**src/rtl/reg_mux_pkg.sv**
```systemverilog
// Shared constants for the register-bank write-back selector: default
// datapath width, load-size encodings and source-select encodings.
package reg_mux_pkg;

    localparam int DATA_W_DEF = 32;

    // Load size encodings; 2'b11 behaves like a full word load.
    localparam logic [1:0] LD_BYTE = 2'b00;
    localparam logic [1:0] LD_HALF = 2'b01;
    localparam logic [1:0] LD_WORD = 2'b10;

    // Write-back source select encodings.
    localparam logic SEL_ALU = 1'b0;
    localparam logic SEL_RAM = 1'b1;

endpackage

```
**src/rtl/reg_mux_load_fmt.sv**
```systemverilog
// Combinational load formatter: picks the byte or halfword lane addressed
// by addrLo out of the RAM word and sign- or zero-extends it to 32 bits.
// Misaligned halfword offsets are not trapped; addrLo[0] is simply ignored.
module reg_mux_load_fmt
    import reg_mux_pkg::*;
(
    input  logic [31:0] ramData,
    input  logic [1:0]  ldSize,
    input  logic        ldSigned,
    input  logic [1:0]  addrLo,
    output logic [31:0] loadWord
);

    logic [7:0]  byteField;
    logic [15:0] halfField;

    // Select the addressed byte lane (lane 0 = bits 7:0).
    always_comb begin
        byteField = ramData[7:0];
        case (addrLo)
            2'd1:    byteField = ramData[15:8];
            2'd2:    byteField = ramData[23:16];
            2'd3:    byteField = ramData[31:24];
            default: byteField = ramData[7:0];
        endcase
    end

    // Select the addressed halfword; only the upper offset bit matters.
    always_comb begin
        halfField = addrLo[1] ? ramData[31:16] : ramData[15:0];
    end

    // Extend the selected field, or pass the word through untouched.
    always_comb begin
        loadWord = ramData;
        case (ldSize)
            LD_BYTE: loadWord = {{24{ldSigned & byteField[7]}}, byteField};
            LD_HALF: loadWord = {{16{ldSigned & halfField[15]}}, halfField};
            default: loadWord = ramData;
        endcase
    end

endmodule

```
**src/rtl/reg_mux.sv**
```systemverilog
// Write-back source selector: registers either the data-memory word or the
// ALU result (chosen by EN) and presents it to the register-bank write port.
// dataOut comes straight from a flop, so there is no input-to-output path.
// Optional feature macro REG_MUX_LOAD_EXT_EN adds byte/halfword load
// formatting on the RAM path; with it DATA_W must stay at 32.
module reg_mux
    import reg_mux_pkg::*;
#(
    parameter int DATA_W = DATA_W_DEF
) (
    input  logic              clk,
    input  logic              rst_n,
    input  logic              EN,
    input  logic [DATA_W-1:0] ramData,
    input  logic [DATA_W-1:0] ALUresult,
`ifdef REG_MUX_LOAD_EXT_EN
    input  logic [1:0]        ldSize,
    input  logic              ldSigned,
    input  logic [1:0]        addrLo,
`endif
    output logic [DATA_W-1:0] dataOut
);

    logic [DATA_W-1:0] memWord;
    logic [DATA_W-1:0] nextWord;

`ifdef REG_MUX_LOAD_EXT_EN
    // The formatter is fixed at 32 bits, matching the only legal width here.
    reg_mux_load_fmt uLoadFmt (
        .ramData  (ramData),
        .ldSize   (ldSize),
        .ldSigned (ldSigned),
        .addrLo   (addrLo),
        .loadWord (memWord)
    );
`else
    // Without load formatting the RAM word is written back whole.
    assign memWord = ramData;
`endif

    // Pick the write-back source for the next edge.
    always_comb begin
        nextWord = (EN == SEL_RAM) ? memWord : ALUresult;
    end

    // Output register; reset clears it immediately and drops any pending value.
    always_ff @(posedge clk or negedge rst_n) begin
        if (!rst_n) begin
            dataOut <= '0;
        end else begin
            dataOut <= nextWord;
        end
    end

endmodule

```
**config.mk**
```make
export PLATFORM = sky130hd
export DESIGN_NAME = reg_mux
export DESIGN_NICKNAME = d
export VERILOG_FILES = /design/src/rtl/reg_mux_pkg.sv /design/src/rtl/reg_mux_load_fmt.sv /design/src/rtl/reg_mux.sv
export SDC_FILE = /design/constraint.sdc
export NUM_CORES = 1
export LEC_CHECK = 0
export CORE_MARGIN = 4
export CORE_UTILIZATION = 30
export DETAILED_ROUTE_END_ITERATION = 10
export PLACE_DENSITY = 0.75
export SYNTH_ARGS = -nofsm -noshare
export SYNTH_HDL_FRONTEND = slang
export SYNTH_SLANG_ARGS = --single-unit
```
**constraint.sdc**
```tcl
create_clock -name clk -period 0.8 [get_ports clk]
set_input_delay 0.08 -clock clk [delete_from_list [all_inputs] [get_ports clk]]
set_output_delay 0.08 -clock clk [all_outputs]
set_load 0.1 [all_outputs]
```
---- Word-level counts from Yosys, hierarchy flattened ----
Index checks and enable logic that the tools add are counted.
storage, ports and cells
  flip-flop bits (word level) ............. 32
  bits of input ports ..................... 67
  output and inout bits ................... 32
cells by class
  muxes and demuxes ....................... 1
operator list
  operator            count
  two-way mux 32 bit  1

---- Longest topological paths before layout ----
  depth in word-level cells ............... 1
  mapped depth ............................ 3
  mapped depth without buffers ............ 1

---- Worst setup path after synthesis ----
Ideal clock, no wire load.
  kind .................................... reg-to-output
  start point ............................. register dataOut[0]
  end point ............................... output port dataOut[0]
  arrival ................................. 0.883 ns
  path slack .............................. -0.163 ns
  stages on the path, launching flop included .. 1
  cells stage by stage .................... dfrtp_1
RTL lines
  item                    RTL line       text
  from (decl)             reg_mux.sv:21  output logic [DATA_W-1:0] dataOut
  from (signal assigned)  reg_mux.sv:51  dataOut <= nextWord;
No word-level cell between the ends.

---- Worst setup path in the final report ----
  start point ............................. register dataOut[0]
  end point ............................... output port dataOut[0]
No word-level cell between the ends.

==> metrics.txt <==
share of cells above drive strength 1 0.6286; CTS Buffer Depth 2; Max IR drop VDD 0.001363 V; via-per-instance ratio 4.269; Final Non-Filler Cells 227; DIE WIDTH 74.96 um; Netlist Area Pre-Place 1345 um^2; CP Buf/Inv Count 1; Final period util 1.205; Mapped Nets 135; first-pass GRT wire length 5.326 mm; via count 969; power per cell area 1935 nW/um^2; CTS Hold Bufs 0; Slew @ Worst Pin 212.6 ps; status finished, violations left; critical path peak fanout 1; number of routed nets with antenna violations 0; Req. time, crit path 720 ps; internal power 3658 uW; DRT Pass-1 Iters 2; Slew headroom 0.8578; largest net degree at the start of global routing 23; Leak 0.001246 uW; cell family with most CP delay flip-flops; worst path cell trace buf_12; Finished Cell Area 2861 um^2; FF+latch count, synth 32; top cells by area, synth dfrtp_1 60%, mux2_4 33%, buf_12 4.5%; startpoint types flop; setup repair bufs after CTS 0; dpl cell area 2750 um^2; dpl hpwl 2.962 mm; final hold viol count 0; RSZ-0062 raised after global routing true; Yosys warning count 0; Max Slew Vio Count 0; GRT overflow 0; Data arrival, critical path 880 ps; switching share of power 0.3391; antenna violations before repair 0; P_sw 1877 uW; nature of the critical path endpoint output port; clk root buf clkbuf_8; final wirelength 3.496 mm; Slowest-stage cell, CP dfrtp_2; Clock Pin Slew Worst Setup and Hold Paths 70 ps; Top Registers dataOut (32); Seq pwr share 0.338; fin crit period 964.3 ps; register area share after synthesis 0.5953; Clock power frac 0.278; CTS Sinks 32; total CTS buffers 5; DRC violations left 0; most common cell after layout, fill and taps aside clkdlybuf4s50_1; diode count 0; vias in the first global route 1127; top cell type's share of synthesized area 0.5953; final setup fails 32; Post-CTS Resized 0; IO buf count 98; Max Clk Rate 1.037 GHz; Top reg by flops dataOut; Power Total 5536 uW; IO Pins 99; max_cap viols 0; final worst setup slack -164.3 ps; commonest cells after routing, fill and taps aside 65 x clkdlybuf4s50_1, 35 x buf_12, 32 x dfrtp_2; CP max stage delay 430 ps; max reg flops 32; Die Area 5619 um^2; Die Ht 74.96 um; Rows 24; WL per Instance 15.40 um; Syn Area/Cell 19.78 um^2; Synth area leader dfrtp_1; Fin Hold WS 215.6 ps; synth unique cells 5; CTS tree done; combinational power share 0.384; WS Path Type flop to output port; cells after synthesis 68; failing checks setup timing; final net count 241; number of instances in the placed design 219; Total GRT Usage 0.1346; HP Class input port to asynchronous set/reset pin; area delta synth->final 112.7%; CTS HTree Levels 2; RePlAce Congestion 0.6504; Core Region 4354 um^2; initial core utilization 0.3089; Place WS -104.2 ps; Iteration-0 DRC Markers 7
## power groups by stage
stage / clock [uW] / sequential, uW / combinational (uW)
after floorplan: 0 / 2750 / 277
after global placement: 0 / 1900 / 2120
after detailed placement: 0 / 1900 / 2140
after CTS: 1590 / 1870 / 2150
after global routing: 1670 / 1890 / 2190
final: 1540 / 1870 / 2120
## synth_stat cells
cell / n
buf_12: 3
buf_6: 1
dfrtp_1: 32
mux2_2: 2
mux2_4: 30
## metrics by stage
step / setup TNS [ps] / util
2_1_floorplan: 0 / -
3_3_place_gp: -2025 / 0.6316
3_5_place_dp: -2538 / 0.6316
4_1_cts: -5328 / 0.6572
5_1_grt: -5714 / 0.6572
6_report: -4764 / 0.6572
## metal layers
metal  wire [um]  vias to the layer above  GRT usage
met2        1934                       64     0.2476
met3         458                        7    0.07343
met1        1043                      454     0.1189
li1            -                      444          -
met5           0                        -          0
met4          59                        0    0.05929
## worst paths after layout
check / startpoint / to / slack (ps) / cells after the start
setup / recovery: dataOut[0] / dataOut[0] / -160 / 1
hold / removal: rst_n / dataOut[31] / 220 / 2
max in group asynchronous: rst_n / dataOut[19] / 430 / 2
min in group clk: EN / dataOut[29] / 220 / 3
## kinds of logic (layout without fill, tap and decap cells)
logic type | count (synthesis) | count (layout) | share of synthesized area
buffers and inverters | 4 | 111 | 0.05302
flip-flops | 32 | 32 | 0.5954
multiplexers | 32 | 32 | 0.3516
## repair_timing
item                                    CTS  global route
endpoints found under the hold margin     0             0
pin swaps                                 0             0
endpoints found under the setup margin   32            32
## area by class of cell
type	instances	area, um^2
timing repair buffer	103	1371
multi-input combinational	32	473.0
clock inverter	3	42.54
fill	304	1493
clock buffer	5	68.82
sequential	32	840.8
tap	52	65.06
(Power assumes the default switching activity.)
